`config.mk`:
```
export PLATFORM = sky130hd
export DESIGN_NAME = mem_stage_flat
export DESIGN_NICKNAME = d
export VERILOG_FILES = /design/src/rtl/mem_stage_if.sv /design/src/rtl/mem_stage.sv /design/src/flat_wrapper.sv
export SDC_FILE = /design/constraint.sdc
export NUM_CORES = 1
export LEC_CHECK = 0
export CORE_AREA = 2 2 191 193
export DETAILED_ROUTE_END_ITERATION = 10
export DIE_AREA = 0 0 193 195
export SLEW_MARGIN = 20
export SYNTH_ARGS = -nofsm -noshare
export SYNTH_HDL_FRONTEND = slang
export SYNTH_SLANG_ARGS = --single-unit
```
`constraint.sdc`:
```
create_clock -name clk_i -period 3.6 [get_ports clk_i]
set_input_delay 0.36 -clock clk_i [delete_from_list [all_inputs] [get_ports clk_i]]
set_output_delay 0.36 -clock clk_i [all_outputs]
set_load 0.005 [all_outputs]
```
`src/rtl/mem_stage_if.sv`:
```
// Data-ram bus between the memory stage (master) and the byte-addressed data ram (slave).
interface mem_stage_if;
  logic        ram_r_en;
  logic        ram_w_en;
  logic [63:0] ram_addr;
  logic [63:0] ram_wdata;
  logic [63:0] ram_rdata;
  logic        ram_error;

  modport master (
    output ram_r_en, ram_w_en, ram_addr, ram_wdata,
    input  ram_rdata, ram_error
  );

  modport slave (
    input  ram_r_en, ram_w_en, ram_addr, ram_wdata,
    output ram_rdata, ram_error
  );
endinterface

```
`src/rtl/mem_stage.sv`:
```
// Y86-64 memory stage: decodes ram requests, bounds-checks the address and
// holds the M/W pipeline register with a sticky halt on any non-AOK status.
module mem_stage #(
  parameter int unsigned MEM_BYTES = 1024
) (
  input  logic             clk_i,
  input  logic             rst_n_i,
  input  logic [2:0]       M_stat_i,
  input  logic [3:0]       M_icode_i,
  input  logic [63:0]      M_valE_i,
  input  logic [63:0]      M_valA_i,
  input  logic [3:0]       M_dstE_i,
  input  logic [3:0]       M_dstM_i,
  input  logic             W_stall_i,
  input  logic             W_bubble_i,
  mem_stage_if.master      ram,
  output logic [2:0]       m_stat_o,
  output logic [2:0]       W_stat_o,
  output logic [3:0]       W_icode_o,
  output logic [63:0]      W_valE_o,
  output logic [63:0]      W_valM_o,
  output logic [3:0]       W_dstE_o,
  output logic [3:0]       W_dstM_o,
  output logic             halted_o
);

  localparam logic [2:0]  S_AOK    = 3'd1;
  localparam logic [2:0]  S_ADR    = 3'd3;
  localparam logic [3:0]  I_NOP    = 4'h1;
  localparam logic [3:0]  I_RMMOVQ = 4'h4;
  localparam logic [3:0]  I_MRMOVQ = 4'h5;
  localparam logic [3:0]  I_CALL   = 4'h8;
  localparam logic [3:0]  I_RET    = 4'h9;
  localparam logic [3:0]  I_PUSHQ  = 4'hA;
  localparam logic [3:0]  I_POPQ   = 4'hB;
  localparam logic [3:0]  R_NONE   = 4'hF;
  localparam logic [63:0] ADDR_MAX = 64'(MEM_BYTES - 8);

  logic        mem_read;
  logic        mem_write;
  logic [63:0] mem_addr;
  logic        adr_err;
  logic [63:0] val_m;

  always_comb begin
    mem_read  = (M_icode_i == I_MRMOVQ) || (M_icode_i == I_POPQ) || (M_icode_i == I_RET);
    mem_write = (M_icode_i == I_RMMOVQ) || (M_icode_i == I_PUSHQ) || (M_icode_i == I_CALL);
    mem_addr  = '0;
    if ((M_icode_i == I_POPQ) || (M_icode_i == I_RET))
      mem_addr = M_valA_i;
    else if (mem_read || mem_write)
      mem_addr = M_valE_i;
  end

  assign adr_err  = (mem_read || mem_write) && ((mem_addr > ADDR_MAX) || ram.ram_error);
  assign m_stat_o = adr_err ? S_ADR : M_stat_i;

  // Writes are the only irreversible side effect, so every blocking condition
  // (fault, prior exception, held W stage, reset) gates them here.
  assign ram.ram_w_en  = mem_write && !adr_err && (M_stat_i == S_AOK) && !halted_o
                         && !W_stall_i && rst_n_i;
  assign ram.ram_r_en  = mem_read && !adr_err;
  assign ram.ram_addr  = mem_addr;
  assign ram.ram_wdata = M_valA_i;
  assign val_m         = ram.ram_r_en ? ram.ram_rdata : '0;

  always_ff @(posedge clk_i or negedge rst_n_i) begin
    if (!rst_n_i) begin
      W_stat_o  <= S_AOK;
      W_icode_o <= I_NOP;
      W_valE_o  <= '0;
      W_valM_o  <= '0;
      W_dstE_o  <= R_NONE;
      W_dstM_o  <= R_NONE;
      halted_o  <= 1'b0;
    end else if (!halted_o && !W_stall_i) begin
      if (W_bubble_i) begin
        W_stat_o  <= S_AOK;
        W_icode_o <= I_NOP;
        W_valE_o  <= '0;
        W_valM_o  <= '0;
        W_dstE_o  <= R_NONE;
        W_dstM_o  <= R_NONE;
      end else begin
        W_stat_o  <= m_stat_o;
        W_icode_o <= M_icode_i;
        W_valE_o  <= M_valE_i;
        W_valM_o  <= val_m;
        W_dstE_o  <= (m_stat_o == S_ADR) ? R_NONE : M_dstE_i;
        W_dstM_o  <= (m_stat_o == S_ADR) ? R_NONE : M_dstM_i;
        halted_o  <= (m_stat_o != S_AOK);
      end
    end
  end

endmodule
```
`src/flat_wrapper.sv`:
```
// flat-port wrapper written by rule: the top's interface ports become plain ports
module mem_stage_flat 
#(
  parameter int unsigned MEM_BYTES = 1024
)
  (clk_i, rst_n_i, M_stat_i, M_icode_i, M_valE_i, M_valA_i, M_dstE_i, M_dstM_i, W_stall_i, W_bubble_i, m_stat_o, W_stat_o, W_icode_o, W_valE_o, W_valM_o, W_dstE_o, W_dstM_o, halted_o, ram_ram_r_en, ram_ram_w_en, ram_ram_addr, ram_ram_wdata, ram_ram_rdata, ram_ram_error);
  mem_stage_if ram_i ();
  input  logic clk_i;
  input  logic rst_n_i;
  input  logic [2:0] M_stat_i;
  input  logic [3:0] M_icode_i;
  input  logic [63:0] M_valE_i;
  input  logic [63:0] M_valA_i;
  input  logic [3:0] M_dstE_i;
  input  logic [3:0] M_dstM_i;
  input  logic W_stall_i;
  input  logic W_bubble_i;
  output logic [2:0] m_stat_o;
  output logic [2:0] W_stat_o;
  output logic [3:0] W_icode_o;
  output logic [63:0] W_valE_o;
  output logic [63:0] W_valM_o;
  output logic [3:0] W_dstE_o;
  output logic [3:0] W_dstM_o;
  output logic halted_o;
  output wire logic [$bits(ram_i.ram_r_en)-1:0] ram_ram_r_en;
  output wire logic [$bits(ram_i.ram_w_en)-1:0] ram_ram_w_en;
  output wire logic [$bits(ram_i.ram_addr)-1:0] ram_ram_addr;
  output wire logic [$bits(ram_i.ram_wdata)-1:0] ram_ram_wdata;
  input wire logic [$bits(ram_i.ram_rdata)-1:0] ram_ram_rdata;
  input wire logic [$bits(ram_i.ram_error)-1:0] ram_ram_error;
  assign ram_ram_r_en = ram_i.ram_r_en;
  assign ram_ram_w_en = ram_i.ram_w_en;
  assign ram_ram_addr = ram_i.ram_addr;
  assign ram_ram_wdata = ram_i.ram_wdata;
  assign ram_i.ram_rdata = ram_ram_rdata;
  assign ram_i.ram_error = ram_ram_error;
  mem_stage #(.MEM_BYTES(MEM_BYTES)) u_core (.clk_i(clk_i), .rst_n_i(rst_n_i), .M_stat_i(M_stat_i), .M_icode_i(M_icode_i), .M_valE_i(M_valE_i), .M_valA_i(M_valA_i), .M_dstE_i(M_dstE_i), .M_dstM_i(M_dstM_i), .W_stall_i(W_stall_i), .W_bubble_i(W_bubble_i), .ram(ram_i), .m_stat_o(m_stat_o), .W_stat_o(W_stat_o), .W_icode_o(W_icode_o), .W_valE_o(W_valE_o), .W_valM_o(W_valM_o), .W_dstE_o(W_dstE_o), .W_dstM_o(W_dstM_o), .halted_o(halted_o));
endmodule
```
After elaboration in Yosys (flattened, before gate mapping)
Cells that the tools add are included.
{ "word_totals": {"reg_bits": 144, "in_bits": 212, "output_inout_bits": 277, "word_cells": 49} }
{ "op_classes": {"order_cmp": 1, "eq_ne": 9, "muxes": 12, "bitwise_logic": 1, "n_reduce_logical": 19} }
{ "op_table": {"columns": ["cell", "count"], "rows": [
  ["64-bit 2-to-1 mux", 5],
  ["64-bit by 10-bit > comparator with 1-bit output (second input constant)", 1],
  ["4-bit 2-to-1 mux", 5],
  ["4-bit equality test (second input constant)", 4],
  ["4-bit by 3-bit equality test with 1-bit output (second input constant)", 2],
  ["1-bit logical AND", 8],
  ["1-bit logical OR", 7],
  ["3-bit 2-to-1 mux", 2],
  ["3-bit by 1-bit equality test with 1-bit output (second input constant)", 1],
  ["3-bit by 2-bit equality test with 1-bit output (second input constant)", 1],
  ["1-bit logical NOT", 3],
  ["3-bit by 1-bit != test with 1-bit output (second input constant)", 1],
  ["2-bit AND reduction", 1],
  ["1-bit NOT", 1]
]} }

Longest topological paths before layout
Gate-level depths: netlist (run 1).
{ "logic_depth": {"depth_word": 15, "depth_mapped": 10, "ltp_nobuf": 6} }

Least setup slack after synthesis (run 1)
Ideal clock, no wire load.
{ "synth_path": {"path_type": "input-to-output", "startpoint": "in M_icode_i[0]", "endpoint": "out ram_ram_r_en", "arrival_ps": 2316, "required_time_ps": 3240, "setup_slack_ps": 924, "cell_stages": 9, "path_cell_list": "buf_2 -> and4b_1 -> a211o_1 -> or4_4 -> nor4_4 -> nand3_1 -> buf_2 -> buf_2 -> nor3b_2"} }
{ "synth_via": {"elab_chain_cells": 11, "elab_cells_between_ends": 19} }
{ "synth_rtl": {"columns": ["element", "line", "rtl"], "rows": [
  ["start: declaration", "flat_wrapper.sv:11", "input logic [3:0] M_icode_i;"],
  ["4-bit by 3-bit equality test with 1-bit output (tied with other cells)", "mem_stage.sv:46", "mem_read = (M_icode_i == I_MRMOVQ) || (M_icode_i == I_POPQ) || (M_icode_i == I_RET);"],
  ["1-bit logical OR, on equally long branches (2 in a row)", "mem_stage.sv:46, mem_stage.sv:47", null],
  ["1-bit logical OR", "mem_stage.sv:51", "else if (mem_read || mem_write)"],
  ["64-bit 2-to-1 mux", "mem_stage.sv:51", null],
  ["64-bit 2-to-1 mux (*)", "mem_stage.sv:49", "if ((M_icode_i == I_POPQ) || (M_icode_i == I_RET))"],
  ["via ram_ram_addr[58]", "flat_wrapper.sv:28", "output wire logic [$bits(ram_i.ram_addr)-1:0] ram_ram_addr;"],
  ["64-bit by 10-bit > comparator with 1-bit output (*)", "mem_stage.sv:55", "assign adr_err = (mem_read || mem_write) && ((mem_addr > ADDR_MAX) || ram.ram_error);"],
  ["1-bit logical OR (*)", "mem_stage.sv:55", null],
  ["1-bit logical AND (*)", "mem_stage.sv:55", null],
  ["1-bit logical NOT (*)", "mem_stage.sv:62", "assign ram.ram_r_en = mem_read && !adr_err;"],
  ["1-bit logical AND (*)", "mem_stage.sv:62", null],
  ["end: declaration", "flat_wrapper.sv:26", "output wire logic [$bits(ram_i.ram_r_en)-1:0] ram_ram_r_en;"]
]} }
The timed path passes the listed nets; every way through them passes the cells marked *.

Worst setup path after layout (run 1)
{ "layout_path": {"startpoint": "in M_valA_i[56]", "endpoint": "out m_stat_o[1]"} }
{ "layout_via": {"elab_chain_cells": 5} }
{ "layout_rtl": {"columns": ["element", "line", "rtl"], "rows": [
  ["start: declaration", "flat_wrapper.sv:13", "input logic [63:0] M_valA_i;"],
  ["64-bit 2-to-1 mux", "mem_stage.sv:49", null],
  ["64-bit by 10-bit > comparator with 1-bit output", "mem_stage.sv:55", null],
  ["1-bit logical OR", "mem_stage.sv:55", null],
  ["1-bit logical AND", "mem_stage.sv:55", null],
  ["3-bit 2-to-1 mux", "mem_stage.sv:56", "assign m_stat_o = adr_err ? S_ADR : M_stat_i;"],
  ["end: declaration", "flat_wrapper.sv:18", "output logic [2:0] m_stat_o;"]
]} }
Every way passes these cells.

==> impl_metrics.toml, run 1 <==
[finish]
layout_common_cells = "479 x clkdlybuf4s50_1, 243 x nand2_1, 134 x dfrtp_1"
mostFrequentLayoutCell = "clkdlybuf4s50_1"
finish.utilization_pct = 39.0
diodes = 0
nets = 1549
area_delta_synth_final_pct = 77.2
fill_cells = 3582
multi_input_area_mm2 = 0.00346
design_area_mm2 = 0.0138
seqCellArea_mm2 = 0.00362
final_layout_size_suffix_gt1_share_pct = 10.7
final_cells = 1811

[critical_path]
arrival_ps = 3100
crit_family = "simple AND/OR/NAND/NOR gates"
critPathMaxFanout = 4
path_buf_inv = 3
cpMostUsedCell = "clkdlybuf4s50_1"
crit_type = "in -> out"
r2r-start = "u_core.halted_o$_DFFE_PN0P_"
critPathMaxStageDelay_ps = 500
startpoint = "M_valA_i[56]"
cp-start-kind = "input pin"
path_cells = "clkdlybuf4s50_1 -> nor4_1 -> nand3_1 -> o21ai_0 -> and4b_1 -> buf_4 -> a31oi_4 -> or2_1 -> clkdlybuf4s50_1"
endpoint_kind = "primary output"
critical_path_required_ps = 3240
crit_slowest_cell = "clkdlybuf4s50_1"

[timing]
worst-slew-pin-transition_ps = 983
fin_ws_ps = 142
whs_ps = 292
finalClockSkew_ps = 8.65
timing.final.crit_share_pct = 96.0
hold_violations = 0
fmax_mhz = 289
setup_viol_count_final = 0
maxSlewHeadroom_pct = 34.5
grt_setup_unrepaired = "false"
fin_crit_ps = 3460
fin_setup_tns_ps = 0
slew_viol_final = 0

[synthesis]
synth-main-ff-cell = "dfrtp_1"
synthArstFlopShare_pct = 100
synth_nets = 1101
synth_cells = 889
synth_edf_count = 0
synthesis.area_mm2 = 0.00779
synth.distinct_cells = 49
synth.avg_cell_area_um2 = 8.76
synth.yosys.seq_area_share_pct = 46.4
ys_warn_count = 0
ys_ff_latch = 144

[place]
port_buffers = 488
placed_cells = 1778
dp_hpwl_um = 29200
placed_area_mm2 = 0.0131
pre_cts_slack_ps = -397
gp_congestion = 0.910

[detailed_routing]
drt_iter0_markers = 492
wl_per_cell_um = 21.2
met3_length_um = 2410
first_pass_iters = 5
antenna_left = 0
vias = 8523
drc = 0
highest_layer = "met4"
dr_wl_met2_um = 18400
vias_per_cell = 4.71
wl_met1_um = 17100
wl_um = 38500

[clocking]
tritoncts = "yes"
cts_root_buf = "clkbuf_16"
htreeDepth = 4
numCtsBuffers = 17
clk_latency_ps = 430
clk_pin_slew_ps = 60
clock_sinks = 144
clock_path_buffers = 2

[global_route]
grt_max_degree = 140
antenna_found_initial = 0
grt_pass1_wl_um = 56300
grt_pass1_vias = 8467
overflow = 0
globalRouteTotalUtil_pct = 20.3

[floorplanning]
rows = 69
fp.dieH_um = 195
fp.dieW_um = 193
dieArea_mm2 = 0.0376
boundaryPins = 489
core-area_mm2 = 0.0354
start_util_pct = 22.0

[pwr]
finalPower_mw = 6.01
p_leak_nw = 5.75
max-vdd-ir-drop_mv = 0.314
p_per_area_mw_per_mm2 = 436

[min_path]
hold_class = "in -> async"

[job]
drv_cap = 0

[outcome]
status = "finished, final reports clean"
## sequential cells by signal, indices dropped and copies added, names as in the netlist
name,flops
u_core.W_valM_o,64
u_core.halted_o,1
u_core.W_dstE_o,4
u_core.W_icode_o,4
u_core.W_stat_o,3
u_core.W_dstM_o,4
u_core.W_valE_o,64
## layer usage
metal | track usage (%) | up-vias
met1 | 27.5 | 4213
met3 | 4.85 | 25
li1 | - | 3994
met5 | 0 | -
met2 | 32.5 | 291
met4 | 4.88 | 0
## cells in the mapped netlist, types with 2 or more instances
cell type	n	area (um^2)
nor2_1	7	26.3
o2bb2ai_1	3	26.3
dfstp_2	10	263
nand4_1	71	444
nor4bb_1	3	30.0
buf_4	64	480
a21oi_1	18	90.1
dfrtp_1	134	3350
nand3b_1	70	526
nand2_1	244	916
o32a_1	9	90.1
nor4_1	21	131
buf_6	2	22.5
buf_1	8	30.0
nand3_1	3	15.0
buf_2	9	45.0
nor3_1	2	10.0
a22o_1	35	307
a211o_1	4	35.0
mux2i_1	7	70.1
o21ai_1	44	220
nor3b_1	2	15.0
o21ai_0	28	140
inv_1	3	11.3
or2_1	2	12.5
and4b_1	5	50.1
clkbuf_1	59	221
## power breakdown
part           internal [mW]  total, mW  switching (mW)
clock                   1.06       1.82           0.760
combinational           1.16       2.02           0.867
sequential              1.99       2.17           0.179
## repair_timing
item / 4_1_cts / 5_1_grt
hold endpoints to repair: 5 / 0
gates cloned: 0 / 0
hold buffers: 1 / 0
endpoints found under the setup margin: 5 / 4
setup buffers: 0 / 0
pin swaps: 1 / 2
resized for setup: 11 / 5
## cell type report
class                           instances  share of cell area [%]
Clock buffer                           19                    3.28
Clock inverter                         13                   0.989
Inverter                                3                  0.0816
Multi-Input combinational cell        600                    25.0
Sequential cell                       144                    26.2
Tap cell                              461                    4.18
Timing Repair Buffer                  571                    40.2
## path summary, 6_finish.rpt
| kind | to | slack (ps) | cells past startpoint |
|---|---|---|---|
| worst max-delay path | m_stat_o[1] | 140 | 9 |
| worst min-delay path | u_core.W_valM_o[47]$_DFFE_PN0P_ | 290 | 2 |
| worst max register to register | u_core.W_valM_o[10]$_DFFE_PN0P_ | 1310 | 5 |
| worst min register to register | u_core.W_icode_o[0]$_DFFE_PN1P_ | 460 | 2 |
| max in group asynchronous | u_core.W_valE_o[18]$_DFFE_PN0P_ | 2270 | 3 |
| min in group clk_i | u_core.W_valE_o[0]$_DFFE_PN0P_ | 370 | 3 |
## logic make-up (layout without fill, tap and decap cells)
logic type             count (synthesis)  after routing  synth area share, %
AND/OR/NAND/NOR                      441            441                 29.3
AO/OA/AOI/OAI                        152            152                 12.9
buffers and inverters                145            606                 10.4
flip-flops                           144            144                 46.4
multiplexers                           7              7                0.900
No activity file was read; power rests on OpenSTA's default activity.
==> run 2, diff against run 1 <==
Settings changed: CORE_AREA 2 2 191 193 to 2 2 190 192, DIE_AREA 0 0 193 195 to 0 0 192 194.
Clock period 3.6 ns to 3 ns, I/O delays scaled along.
==> run 2 against run 1 <==
- via count rose by 3.7%
- sequential cell count did not move
- core utilization rose by 2.4 points
- setup slack got worse by 92 ps
- critical path type unchanged
==> impl_metrics.toml, run 2 (same netlist as run 1, synthesis figures left out) <==
[place]
dp_hpwl_um = 30300
gp_congestion = 0.929
placed_area_mm2 = 0.0138
placed_cells = 1868
pre_cts_slack_ps = -871
port_buffers = 488

[timing]
hold_violations = 0
slew_viol_final = 0
fmax_mhz = 339
finalClockSkew_ps = 11.6
worst-slew-pin-transition_ps = 986
fin_crit_ps = 2950
grt_setup_unrepaired = "true"
maxSlewHeadroom_pct = 34.3
fin_setup_tns_ps = 0
fin_ws_ps = 50.3
timing.final.crit_share_pct = 98.3
setup_viol_count_final = 0

[pwr]
p_leak_nw = 6.20
max-vdd-ir-drop_mv = 0.347
p_per_area_mw_per_mm2 = 502

[clocking]
clk_pin_slew_ps = 60
htreeDepth = 4
cts_root_buf = "clkbuf_16"
clock_path_buffers = 2
tritoncts = "yes"
clk_latency_ps = 420
numCtsBuffers = 17
clock_sinks = 144

[floorplanning]
dieArea_mm2 = 0.0372
start_util_pct = 22.1
boundaryPins = 489
fp.dieW_um = 192
rows = 69
fp.dieH_um = 194
core-area_mm2 = 0.0352

[critical_path]
endpoint_kind = "primary output"
crit_slowest_cell = "or4_4"
critPathMaxFanout = 2
cp-start-kind = "input pin"
crit_type = "in -> out"
critical_path_required_ps = 2700
path_cells = "dlygate4sd2_1 -> and4b_1 -> a211o_1 -> or4_4 -> nor4_4 -> buf_4 -> nand3_4 -> buf_4 -> nor4_4 -> buf_2"
arrival_ps = 2650
critPathMaxStageDelay_ps = 570

[finish]
area_delta_synth_final_pct = 87.0
mostFrequentLayoutCell = "clkdlybuf4s50_1"
nets = 1645
finish.utilization_pct = 41.3
final_layout_size_suffix_gt1_share_pct = 17.6
design_area_mm2 = 0.0146
layout_common_cells = "467 x clkdlybuf4s50_1, 243 x nand2_1, 173 x buf_4"
multi_input_area_mm2 = 0.00353
reg_top3 = "u_core.W_valE_o (64), u_core.W_valM_o (64)"
final_cells = 1908
seqCellArea_mm2 = 0.00362
fill_cells = 3564

[detailed_routing]
drc = 0
drt_iter0_markers = 523
wl_um = 40000
first_pass_iters = 5
wl_per_cell_um = 20.9
antenna_left = 0
vias_per_cell = 4.63
vias = 8839

[job]
drv_cap = 0

[global_route]
antenna_found_initial = 1
overflow = 0
grt_max_degree = 135
grt_pass1_wl_um = 59100
grt_pass1_vias = 8922
globalRouteTotalUtil_pct = 21.3

[min_path]
hold_class = "in -> reg"

[outcome]
status = "finished, final reports clean"
run 2: changes by cell type in the layout (fill, tap and decap cells not counted), sizes merged, moves of 2 or more:
| cell | change |
|---|---|
| buf | +99 |
| clkbuf | +3 |
| clkdlybuf4s15 | +3 |
| clkdlybuf4s50 | -12 |
| clkinvlp | +2 |
| dlygate4sd2 | +5 |
| dlymetal6s2s | -2 |
run 2: layout make-up:
class | count | share of cell area (%)
tap | 461 | 3.96
sequential | 144 | 24.8
timing repair buffer | 667 | 42.9
clock buffer | 19 | 3.04
antenna | 1 | 0.0172
multi-input combinational | 600 | 24.3
clock inverter | 13 | 0.945
inverter | 3 | 0.0773
run 2: path summary, 6_finish.rpt:
kind                                              endpoint                            start  slack (ps)  cells past startpoint
max                                           ram_ram_w_en                     M_valA_i[31]          50                     10
max in group asynchronous  u_core.W_valE_o[45]$_DFFE_PN0P_                          rst_n_i        1340                      4
max reg2reg                 u_core.W_valM_o[4]$_DFFE_PN0P_      u_core.halted_o$_DFFE_PN0P_        1260                      5
min in group asynchronous  u_core.W_valM_o[34]$_DFFE_PN0P_                          rst_n_i         560                      3
min                        u_core.W_valE_o[31]$_DFFE_PN0P_                     M_valE_i[31]         270                      3
min reg2reg                u_core.W_icode_o[0]$_DFFE_PN1P_  u_core.W_icode_o[0]$_DFFE_PN1P_         460                      2
run 2: worst max-delay path: cells and delay by family:
| family | cells | cell delay [ps] |
|---|---|---|
| AOI/OAI and AO/OA | 1 | 240 |
| buffers and inverters | 4 | 750 |
| and+or+nand+nor | 5 | 1370 |
run 2: timing repair:
| action | 4_1_cts | 5_1_grt |
|---|---|---|
| endpoints found under the setup margin | 123 | 26 |
| endpoints found under the hold margin | 27 | 0 |
| resized for setup | 56 | 11 |
| setup buffers | 5 | 1 |
| pin swaps | 12 | 2 |
| cloned | 0 | 0 |
| hold buffers | 1 | 0 |
run 2: metrics by stage:
step	power [mW]	hold WS [ps]
after floorplan	3.33	4.41
after global placement	5.17	442
after detailed placement	5.20	454
after CTS	7.43	255
after global routing	7.72	257
final	7.31	275
run 2: metal layers:
metal  GRT usage (%)  up-vias  part of all wire, %
met5               0        -                    0
met4            6.14        0                  2.1
met3            4.51       42                  5.7
met2            33.4      293                   47
met1            29.4     4327                   45
li1                -     4177                    -
run 2: report_power, final:
group	total, mW	switching [mW]	internal [mW]	leakage, nW
clock	2.16	0.911	1.25	0.279
combinational	2.56	1.09	1.47	4.01
sequential	2.60	0.212	2.39	1.92
total	7.31	2.21	5.10	6.20
